<file path="config.mk">
export PLATFORM = sky130hd
export DESIGN_NAME = mul_signed_arbiter
export DESIGN_NICKNAME = d
export VERILOG_FILES = /design/src/rtl/mul_signed_arbiter.sv
export SDC_FILE = /design/constraint.sdc
export NUM_CORES = 1
export LEC_CHECK = 0
export BUFFER_PORTS_ARGS = -buffer_cell sky130_fd_sc_hd__clkbuf_2
export CAP_MARGIN = 20
export CORE_ASPECT_RATIO = 1.5
export CORE_MARGIN = 5
export CORE_UTILIZATION = 35
export CTS_CLUSTER_DIAMETER = 120
export DETAILED_ROUTE_END_ITERATION = 10
export SLEW_MARGIN = 20
export SYNTH_ARGS = -nofsm -noshare
export SYNTH_HDL_FRONTEND = slang
export SYNTH_SLANG_ARGS = --single-unit
</file>
<file path="constraint.sdc">
create_clock -name clk -period 5.03 [get_ports clk]
set_input_delay 0 -clock clk [delete_from_list [all_inputs] [get_ports clk]]
set_output_delay 0 -clock clk [all_outputs]
set_load 0.05 [all_outputs]
</file>
<file path="src/rtl/mul_signed_arbiter.sv">
// Round-robin share of one 8x8 signed multiplier across N requesters; result 2 cycles after grant.
// Backpressure: S2 holds while !res_ready; grants stop (gnt=0) once S1 and S2 are both full.
module mul_signed_arbiter #(
    parameter int N   = 4,
    parameter int IDW = 2
) (
    input  logic              clk,
    input  logic              rst,
    input  logic [N-1:0]      req,
    input  logic [N*8-1:0]    a_in,
    input  logic [N*8-1:0]    b_in,
    output logic [N-1:0]      gnt,
    output logic              res_valid,
    input  logic              res_ready,
    output logic [IDW-1:0]    res_id,
    output logic [15:0]       res_z
);

    logic              r_s1_v;
    logic [7:0]        r_s1_a;
    logic [7:0]        r_s1_b;
    logic [IDW-1:0]    r_s1_id;
    logic [IDW-1:0]    r_last;

    logic              w_out_free;
    logic              w_s1_go;
    logic              w_s1_free;
    logic              w_gnt_any;
    logic              w_grant;
    logic [IDW-1:0]    w_gnt_idx;
    logic [7:0]        w_a;
    logic [7:0]        w_b;
    logic [15:0]       w_prod;

    assign w_out_free = !res_valid || res_ready;
    assign w_s1_go    = r_s1_v && w_out_free;
    assign w_s1_free  = !r_s1_v || w_out_free;

    // Scan from farthest to nearest offset so the nearest set bit after r_last wins.
    always_comb begin
        w_gnt_any = 1'b0;
        w_gnt_idx = '0;
        for (int k = N; k >= 1; k--) begin
            for (int i = 0; i < N; i++) begin
                if (req[i] && (i == (int'(r_last) + k) % N)) begin
                    w_gnt_any = 1'b1;
                    w_gnt_idx = IDW'(i);
                end
            end
        end
    end

    // Reset gates the grant so no requester sees a pulse that cannot be honoured.
    assign w_grant = !rst && w_s1_free && w_gnt_any;

    always_comb begin
        gnt = '0;
        w_a = '0;
        w_b = '0;
        for (int i = 0; i < N; i++) begin
            if (w_gnt_idx == IDW'(i)) begin
                w_a = a_in[i*8 +: 8];
                w_b = b_in[i*8 +: 8];
                gnt[i] = w_grant;
            end
        end
    end

    // Sign-extended operands: the low 16 bits of the product are the exact signed result.
    assign w_prod = {{8{r_s1_a[7]}}, r_s1_a} * {{8{r_s1_b[7]}}, r_s1_b};

    always_ff @(posedge clk or posedge rst) begin
        if (rst) begin
            r_s1_v    <= 1'b0;
            r_s1_a    <= '0;
            r_s1_b    <= '0;
            r_s1_id   <= '0;
            r_last    <= IDW'(N - 1);
            res_valid <= 1'b0;
            res_id    <= '0;
            res_z     <= '0;
        end else begin
            if (w_s1_go) begin
                res_valid <= 1'b1;
                res_id    <= r_s1_id;
                res_z     <= w_prod;
            end else if (w_out_free) begin
                res_valid <= 1'b0;
            end

            if (w_grant) begin
                r_s1_v  <= 1'b1;
                r_s1_a  <= w_a;
                r_s1_b  <= w_b;
                r_s1_id <= w_gnt_idx;
                r_last  <= w_gnt_idx;
            end else if (w_s1_free) begin
                r_s1_v  <= 1'b0;
            end
        end
    end

endmodule

</file>
# --- Yosys cells after proc, flatten, opt, wreduce, memory -nomap -nowiden ---
# Cells that the tools add are included.
totals:
  output_inout_bits: 23
  register_bits: 40
  elab_cells: 114
classes:
  bitwise_logic: 4
  n_reduce_logical: 35
  eq_ne: 15
  addsub: 4
  multipliers: 1
  mux: 47
ops:
  columns: ["operator", "n"]
  rows:
  - ["$logic_not A32 Y1", 4]
  - ["$mux W8", 8]
  - ["$mux W2", 14]
  - ["$mux W1", 25]
  - ["$eq A3 B3 Y1 const A", 8]
  - ["$logic_and A1 B1 Y1", 19]
  - ["$mul A8 B8 Y16", 1]
  - ["$eq A2 B3 Y1 const A", 4]
  - ["$reduce_or A2 Y1", 4]
  - ["$add A2 B1 Y2 const B", 2]
  - ["$add A2 B2 Y2 const B", 2]
  - ["$and A1 B1 Y1 const A", 4]
  - ["$eq A2 B2 Y1 const B", 2]
  - ["$reduce_bool A2 Y1", 2]
  - ["$logic_not A1 Y1", 3]
  - ["$eq A2 B1 Y1 const B", 1]
  - ["$logic_not A2 Y1", 1]
  - ["$logic_or A1 B1 Y1", 2]

# --- Depth between registers and ports, before layout ---
# Gate-level depths: netlist of run 1.
depth:
  depth_word: 25
  mapped_depth: 18
  ltp_nobuf: 17

# --- Worst setup path before layout of run 1 ---
# No wires, ideal clock.
synth_timing:
  path_kind: "register -> register"
  start: "reg r_s1_b[3]"
  end: "reg res_z[15]"
  path_slack_ps: 322
  arrival_ps: 4578
  period_less_slack_ps: 4708
  path_stages_with_launch: 18
  setup_ps: 131
  cell_sequence: "dfrtp_1 > clkbuf_1 > and2_1 > fa_1 > inv_1 > fa_1 > inv_1 > fa_1 > inv_1 > fa_1 > inv_1 > ha_1 > or3_4 > or4_4 > o22ai_2 > o31ai_1 > xnor2_1 > o21ai_1"
synth_between:
  elab_chain_len: 1
synth_rtl:
  columns: ["item", "line", "rtl"]
  rows:
  - ["from (decl)", "21", "logic [7:0] r_s1_b;"]
  - ["from (signal assigned)", "94", "r_s1_b <= w_b;"]
  - ["$mul A8 B8 Y16", "70", "assign w_prod = {{8{r_s1_a[7]}}, r_s1_a} * {{8{r_s1_b[7]}}, r_s1_b};"]
  - ["to (signal assigned)", "86", "res_z <= w_prod;"]
  - ["to (decl)", "16", "output logic [15:0] res_z"]
# No other way between the ends.
# A chain may end at the register's enable or synchronous reset.

# --- Worst setup path after layout of run 1 ---
layout_timing:
  start: "reg r_s1_a[7]"
  end: "reg res_z[15]"
layout_between:
  elab_chain_len: 1
layout_rtl:
  columns: ["item", "line", "rtl"]
  rows:
  - ["from (decl)", "20", "logic [7:0] r_s1_a;"]
  - ["from (signal assigned)", "93", "r_s1_a <= w_a;"]
  - ["$mul A8 B8 Y16", "70", null]
# No other way between the ends.

==> summary by stage, run 1 <==
Timing
At the pin with the least slew margin, the transition time is 809.3 ps. The final setup violation count is 0. The total count of max-transition violations in the final report was 0. The smallest clock period supported by the final layout is computed as 4719 ps. The achievable clock frequency is 211.9 MHz.

The clock tree skew after final layout is 7.468 ps. Setup total negative slack on the finished layout was measured at 0 ps. The ratio of final minimum period to clock period is 93.81%. Setup repair after global routing left no endpoint under its margin. The final hold violation count is 0. The worst pin sits at a relative slew slack of 46.04%.

Drt
Summing over every cut layer, the via total after detailed routing is 3586. For this block, the initial DRC count from the detailed router was 129. The highest routed metal layer is met4.

The final layout contains routed wiring with a total length of 9829 microns. The detail route stage leaves a number of antenna-violating nets equal to 0. The detailed router put a total of 3846 microns of wire on met1. Detailed routing placed a total of 440 microns of wire on met3. The routed design uses 5378 microns of met2 wire. The number of remaining DRC errors is 0. Before antenna repair, the detailed router went through 4 iterations.

Dividing the detail-routed wire length by the instance count gives 13.23 microns. The via density per instance is 4.826.

GRT
The number of antenna violations at the first check in global routing came to 0. The global-route wire length before repair is 17420 microns. The total grt overflow is 0. The largest net degree at the start of global routing is 41.

The number of global-route vias before repair is 3827. Global routing used 14.01% of the available tracks.

Die
For this configuration, the core starts out at a cell density of 35.29%. For this design the top-level I/O count stands at 94. The row count is 51.

Measured along the x axis, the die boundary spans 102.9 microns. The area of the die is 15350 sq um. Measured along the y axis, the die boundary spans 149.3 microns. The floorplan step defined a core boundary enclosing 12830 sq um.

Synthesis
The count of distinct cell types in the synthesized netlist is 51. Of all flip-flops after synthesis, the portion carrying an async set or reset was 100.0%. For this run, the number of Yosys warnings is 0. Yosys attributes the largest share of cell area to sky130_fd_sc_hd__fa_1, sky130_fd_sc_hd__dfrtp_1, sky130_fd_sc_hd__ha_1. Summed over its instances, the top area cell type makes up 24.32% of the synthesized netlist area. A synthesized cell averages 9.295 sq um. Summing the sequential cell areas from Yosys gives 22.17% of the chip area.

The most instantiated flip-flop cell in the synthesis netlist is sky130_fd_sc_hd__dfrtp_1. The post-synthesis cell count is 487. Synthesis produced a netlist with a net count of 642. The flip-flop and latch count after synthesis is 40. In this run, synthesis inferred 0 flip-flops with an integrated enable. The cell area after synthesis is 4527 sq um. The library cell with the largest summed area after synthesis is sky130_fd_sc_hd__fa_1.

Final layout
The fraction of layout instances using a drive strength above 1 is 23.46%. The number of antenna repair diodes is 0. The combined area of the multi-input logic cells is 3119 sq um. The sequential cells in the finished layout cover a total of 1006 sq um. Compared with the post-synthesis result, the final layout area differs by 19.18%. The filler cells instantiated in the layout total 1286.

In the final design database the tool counted 738 nets.

Critical path
The endpoint of the lowest-slack register-to-register path is res_z[15]. The data arrival time of the worst path is 4890 ps. The reg-to-reg critical path startpoint is r_s1_a[7]. The critical path data required time is 5200 ps. The largest fanout of any net on the critical path is 9.

The capturing element type of the critical path is a flop. STA classifies the critical path startpoint as a flop. The critical path in this run is classified as flop to flop. The setup slack of the most critical reg-to-reg path is 310 ps. The cell count of the worst reg-to-reg path is 17.

Clocking
The total clock buffers created by CTS is 5. The deepest level of the CTS H-tree is 2. The CTS tree is yes. CTS placed an instance of sky130_fd_sc_hd__clkbuf_16 at the clock tree root. CTS saw 40 sinks. After clock tree synthesis, the clock-pin slew on the worst setup and hold paths is 60 ps. No sink is reached through more buffers than the 2 on the longest clock path. The clock latency at the later pin of the worst-skew pair is 290 ps.

Placement
The congestion estimate from routability-driven global placement came to 0.8113. The count of port buffers added during placement is 93. The detailed placement HPWL is 8432 microns.

Hold path
In this run the worst hold path is classified as input pin to flop. In this run the most critical hold path is launched from a_in[4]. The terminating pin of the worst hold path is r_s1_a[4].

Along the worst hold path, the cell count comes to 3.

Run
Max-cap violations in this run came to 0.

Run status
The run finished with clean final reports.
[cell type report]
| class | count | area share (%) |
|---|---|---|
| Sequential cell | 40 | 18.65 |
| Clock buffer | 5 | 2.319 |
| Multi-Input combinational cell | 346 | 57.82 |
| Clock inverter | 3 | 0.8581 |
| Timing Repair Buffer | 107 | 10.90 |
| Inverter | 83 | 5.775 |
| Tap cell | 159 | 3.687 |
[cells by family after synthesis]
group / count (synthesis) / share of synthesized area, %
simple gates: 149 / 16.80
fa+ha+maj: 84 / 32.34
xor+xnor: 12 / 2.322
buf+inv: 101 / 9.038
flops: 40 / 22.17
mux: 16 / 5.113
compound gates: 85 / 12.22
[sequential cells by signal (all words and copies together), names as in the netlist]
signal and cells:
r_s1_b 8, r_last 2, res_valid 1, r_s1_a 8, r_s1_id 2, res_z 16
r_s1_v 1, res_id 2
[layer usage]
metal,vias up,GRT usage [%]
met4,0,4.083
li1,1758,-
met5,-,0
met1,1737,15.97
met3,11,1.825
met2,80,26.55
[metrics by stage]
step                cell area (sq um)  util, %  std cells  hold slack (ps)  worst slack (ps)
floorplan                        4527        -        487            180.7             321.6
global placement                 5139    40.06        727            163.8             225.4
detailed placement               5141    40.08        727            172.5             91.18
CTS                              5383    41.97        742            13.69             107.7
global route                     5395    42.06        743            33.65             40.80
finish                           5395    42.06        743            11.97             311.2
[cell usage in the layout, fill, tap and decap left out, types with 3 or more instances in the layout]
master | Yosys | routed
sky130_fd_sc_hd__fa_1 | 55 | 54
sky130_fd_sc_hd__inv_1 | 83 | 83
sky130_fd_sc_hd__nand2_1 | 62 | 62
sky130_fd_sc_hd__o31ai_1 | 5 | 5
sky130_fd_sc_hd__mux2_2 | 7 | 7
sky130_fd_sc_hd__nor3_1 | 5 | 5
sky130_fd_sc_hd__dfrtp_1 | 38 | 36
sky130_fd_sc_hd__a21o_1 | 6 | 6
sky130_fd_sc_hd__and2_1 | 41 | 41
sky130_fd_sc_hd__o21a_1 | 5 | 5
sky130_fd_sc_hd__xnor2_1 | 8 | 8
sky130_fd_sc_hd__ha_1 | 29 | 29
sky130_fd_sc_hd__o22ai_1 | 9 | 9
sky130_fd_sc_hd__clkbuf_16 | 0 | 5
sky130_fd_sc_hd__xor2_1 | 4 | 4
sky130_fd_sc_hd__o21ai_1 | 3 | 3
sky130_fd_sc_hd__mux2i_1 | 4 | 4
sky130_fd_sc_hd__a21oi_1 | 29 | 29
sky130_fd_sc_hd__a221oi_1 | 4 | 4
sky130_fd_sc_hd__nand2b_1 | 7 | 7
sky130_fd_sc_hd__buf_4 | 1 | 7
sky130_fd_sc_hd__nor2_1 | 15 | 14
sky130_fd_sc_hd__o21ai_0 | 13 | 13
sky130_fd_sc_hd__clkbuf_2 | 0 | 93
sky130_fd_sc_hd__mux4_2 | 5 | 5
sky130_fd_sc_hd__dlygate4sd3_1 | 0 | 7
sky130_fd_sc_hd__nor2b_1 | 5 | 5
[cells in the mapped netlist (2+ instances only)]
master,number
sky130_fd_sc_hd__o22ai_1,9
sky130_fd_sc_hd__mux2_2,7
sky130_fd_sc_hd__buf_2,3
sky130_fd_sc_hd__a221oi_1,4
sky130_fd_sc_hd__xnor2_1,8
sky130_fd_sc_hd__inv_1,83
sky130_fd_sc_hd__o21a_1,5
sky130_fd_sc_hd__a211oi_1,2
sky130_fd_sc_hd__nand2b_1,7
sky130_fd_sc_hd__nor3_1,5
sky130_fd_sc_hd__dfrtp_1,38
sky130_fd_sc_hd__o21ai_1,3
sky130_fd_sc_hd__o21ai_0,13
sky130_fd_sc_hd__clkbuf_1,10
sky130_fd_sc_hd__xor2_1,4
sky130_fd_sc_hd__or3_1,2
sky130_fd_sc_hd__fa_1,55
sky130_fd_sc_hd__nand2_1,62
sky130_fd_sc_hd__buf_6,3
sky130_fd_sc_hd__and2_1,41
sky130_fd_sc_hd__nor2b_1,5
sky130_fd_sc_hd__ha_1,29
sky130_fd_sc_hd__mux4_2,5
sky130_fd_sc_hd__or4_1,2
sky130_fd_sc_hd__a21o_1,6
sky130_fd_sc_hd__dfstp_2,2
sky130_fd_sc_hd__a21oi_1,29
sky130_fd_sc_hd__nor2_1,15
sky130_fd_sc_hd__o31ai_1,5
sky130_fd_sc_hd__mux2i_1,4
[critical path: stages, from the launching register on]
cell	delay, ps
sky130_fd_sc_hd__dfrtp_2	450
sky130_fd_sc_hd__nand2_1	130
sky130_fd_sc_hd__inv_1	100
sky130_fd_sc_hd__fa_2	560
sky130_fd_sc_hd__inv_1	100
sky130_fd_sc_hd__fa_1	540
sky130_fd_sc_hd__inv_1	60
sky130_fd_sc_hd__fa_1	530
sky130_fd_sc_hd__inv_1	50
sky130_fd_sc_hd__fa_1	520
sky130_fd_sc_hd__inv_1	40
sky130_fd_sc_hd__ha_1	220
sky130_fd_sc_hd__or3_4	400
sky130_fd_sc_hd__or4_4	430
sky130_fd_sc_hd__o22ai_2	170
sky130_fd_sc_hd__o31ai_1	110
sky130_fd_sc_hd__xnor2_1	140
sky130_fd_sc_hd__o21ai_1	70
[how the worst max path moves through the flow]
stage          startpoint   endpoint  slack [ps]  cells after the start
6_report        r_s1_a[7]  res_z[15]         310                     17
5_1_grt         r_s1_a[7]  res_z[15]          40                     17
4_1_cts         r_s1_a[7]  res_z[15]         110                     16
3_5_place_dp    r_s1_a[7]  res_z[15]          90                     16
3_3_place_gp    r_s1_a[7]  res_z[15]         230                     16
2_1_floorplan   r_s1_b[3]  res_z[15]         320                     17
[what timing repair did]
item,CTS,global route
setup endpoints to repair,0,2
endpoints found under the hold margin,44,0
hold buffers,7,0
buffers inserted,0,1
gates resized for setup,0,3
Power of run 1 is not shown: default switching activity piles up to over one toggle a cycle in this logic, so the estimate is an artifact.
==> run 2, diff against run 1 <==
--- a/config.mk
+++ b/config.mk
@@ -5,7 +5,7 @@
 export SDC_FILE = /design/constraint.sdc
 export NUM_CORES = 1
 export LEC_CHECK = 0
-export BUFFER_PORTS_ARGS = -buffer_cell sky130_fd_sc_hd__clkbuf_2
+export BUFFER_PORTS_ARGS = -buffer_cell sky130_fd_sc_hd__buf_4
 export CAP_MARGIN = 20
 export CORE_ASPECT_RATIO = 1.5
 export CORE_MARGIN = 5
==> run 2 against run 1 <==
Routed wire length up 5.9%. Critical path depth down 1. Final area up 4.4%. Flip-flop and latch count unchanged. Non-clock buffer count unchanged. Highest routed layer unchanged.
==> summary by stage, run 2 (synthesis gave the netlist of run 1 again) <==
Drt
The routed length per instance is 14.01 microns (was 13.23 microns). The count of routing violations after the opening detailed-route iteration is 80 (was 129). The number of search-and-repair iterations in the first detailed-routing pass is 4 (unchanged). The via density per instance is 4.825 (was 4.826).

The post-detailed-routing wire length is 10410 microns (was 9829 microns). The remaining antenna violation count is 0 (unchanged). The vias after detailed routing was 3585 (was 3586). The number of remaining DRC errors is 0 (unchanged).

Clocking
The total clock buffers created by CTS was 5 (unchanged). The buffer count from post-CTS setup fixing is 0 (unchanged). The deepest level of the CTS H-tree came to 2 (unchanged). The CTS tree is yes (unchanged).

The clock input transition at the sequential cells of the worst setup and hold paths came to 60 ps (about the same). The clock latency at the later pin of the worst-skew pair is 290 ps (about the same). The number of sinks on the clock net came to 40 (unchanged).

The clock root buffer is sky130_fd_sc_hd__clkbuf_16 (unchanged). The largest buffer count on any clock path is 2 (unchanged).

Final layout
The filler cell count in the final layout is 1268 (was 1286). The final net count was 738 (unchanged). The combined area of the multi-input logic cells is 3117 sq um (was 3119 sq um). The number of standard cells in the final layout excluding fillers was 743 (unchanged). The number of flip-flops in the largest register was 16 (unchanged). The number of antenna repair diodes came to 0 (unchanged). Largest regs: res_z (16), r_s1_a (8), r_s1_b (8) (unchanged). The fraction of layout instances using a drive strength above 1 is 23.46% (unchanged). The area growth from synthesis to final layout came to 24.41% (was 19.18%). The area taken by flip-flops and latches is 1006 sq um (unchanged). The most flop-heavy register is res_z (unchanged). The leading cell type in the layout, fill and taps excluded is sky130_fd_sc_hd__buf_4 (was sky130_fd_sc_hd__clkbuf_2).

Commonest cells after routing, fill and taps aside: sky130_fd_sc_hd__buf_4, sky130_fd_sc_hd__inv_1, sky130_fd_sc_hd__nand2_1 (was sky130_fd_sc_hd__clkbuf_2, sky130_fd_sc_hd__inv_1, sky130_fd_sc_hd__nand2_1).

GRT
The global routing met2 resource utilization is 28.33% (was 26.55%). The global routing usage summed across all routing layers is 14.73% (was 14.01%). The met1 layer usage reported by global route is 16.53% (was 15.97%). The largest net degree at the start of global routing is 41 (unchanged). The number of antenna violations at the first check in global routing is 0 (unchanged). The total grt overflow was 0 (unchanged).

The global-route wire length before repair is 18100 microns (was 17420 microns). The met3 track demand over resource is 2.153% (was 1.825%). The number of global-route vias before repair is 3969 (was 3827). The global routing's busiest layer is met2 (unchanged).

Timing
The final critical delay including setup and external delays is 4767 ps (was 4719 ps). The slew of the pin with the lowest slew margin is 830.9 ps (was 809.3 ps). The total count of max-transition violations in the final report is 0 (unchanged). The final hold violation count was 0 (unchanged).

The achievable clock frequency is 209.8 MHz (was 211.9 MHz). Setup repair after global routing missed its margin: false (unchanged). The clock tree skew after final layout was 8.899 ps (was 7.468 ps).

The aggregate negative setup slack came to 0 ps (unchanged). The ratio of final minimum period to clock period is 94.77% (was 93.81%). The headroom to the max-slew limit is 44.60% (was 46.04%). The final setup violation count is 0 (unchanged).

Die
The starting utilization of the core area is 35.29% (unchanged). The number of top-level pins is 94 (unchanged). The height of the die came to 149.3 microns (unchanged). The width of the die is 102.9 microns (unchanged).

The area of the die is 15350 sq um (unchanged). The core box area is 12830 sq um (unchanged). The row count is 51 (unchanged).

Critical path
The cell count of the worst reg-to-reg path is 16 (was 17). The startpoint-to-endpoint class of the critical path is flop to flop (unchanged). The data arrival time of the worst path is 4910 ps (was 4890 ps).

The sort of element at the start of the critical path is a flop (unchanged). The endpoint of the lowest-slack register-to-register path was res_z[15] (unchanged). The reg-to-reg critical path startpoint is r_s1_b[4] (was r_s1_a[7]).

The setup slack of the most critical reg-to-reg path came to 260 ps (was 310 ps). The worst setup path endpoint is res_z[15] (unchanged). The first element of the critical path is r_s1_b[4] (was r_s1_a[7]). The capturing element type of the critical path was a flop (unchanged). The critical path data required time was 5170 ps (was 5200 ps). The largest fanout of any net on the critical path is 9 (unchanged).

Hold path
The class of the most critical hold timing path is input pin to flop (unchanged).

Run
The total of max-cap violations was 0 (unchanged).

Placement
The detailed placement HPWL is 8900 microns (was 8432 microns). The final weighted congestion of routability-driven global placement is 0.8265 (was 0.8113). The count of port buffers added during placement is 93 (unchanged). The cell count after placement came to 728 (was 727).

Run status
Status: completed (unchanged).
==> run 2: how the worst min path moves through the flow <==
stage                  start   endpoint  cells after the start
floorplan           a_in[25]  r_s1_a[1]                      2
global placement         rst     r_s1_v                      3
detailed placement       rst     r_s1_v                      3
CTS                 a_in[26]  r_s1_a[2]                      3
global route         b_in[4]  r_s1_b[4]                      3
finish               b_in[5]  r_s1_b[5]                      3
==> run 2: per-layer routing <==
layer,vias up,routed length (microns)
li1,1767,-
met1,1731,3979
met2,76,5852
met3,11,413
met4,0,167
met5,-,0
==> run 2: critical path: stages, from the launching register on <==
cell and delay, ps:
sky130_fd_sc_hd__dfrtp_2 470, sky130_fd_sc_hd__and2_1 180, sky130_fd_sc_hd__fa_2 640, sky130_fd_sc_hd__inv_2 90, sky130_fd_sc_hd__fa_1 540, sky130_fd_sc_hd__inv_1 50
sky130_fd_sc_hd__fa_1 520, sky130_fd_sc_hd__inv_1 50, sky130_fd_sc_hd__fa_1 520, sky130_fd_sc_hd__inv_1 40, sky130_fd_sc_hd__ha_1 220, sky130_fd_sc_hd__or3_4 400
sky130_fd_sc_hd__or4_4 420, sky130_fd_sc_hd__o22ai_2 150, sky130_fd_sc_hd__o31ai_1 110, sky130_fd_sc_hd__xnor2_1 140, sky130_fd_sc_hd__o21ai_1 70
==> run 2: area by class of cell <==
class | instances | area share, %
multi-input cells | 346 | 55.34
flip-flops and latches | 40 | 17.86
repair buffers | 107 | 14.57
inverters | 83 | 5.532
well taps | 159 | 3.533
clock buffers | 6 | 2.466
clock inverters | 2 | 0.6887
==> run 2: through the flow <==
step	area, sq um	worst slack (ps)	util (%)	hold slack, ps
3_3_place_gp	5379	192.7	41.94	177.6
5_1_grt	5632	8.716	43.91	34.60
6_report	5632	262.9	43.91	19.42
4_1_cts	5617	108.5	43.79	4.958
2_1_floorplan	4527	321.6	-	180.7
3_5_place_dp	5379	105.3	41.94	184.8
==> run 2: repair_timing <==
| item | in CTS | in global routing |
|---|---|---|
| hold buffers | 6 | 1 |
| endpoints found under the setup margin | 0 | 2 |
| gates resized for setup | 0 | 4 |
| endpoints found under the hold margin | 43 | 1 |
Power of run 2 is left out for the same reason.
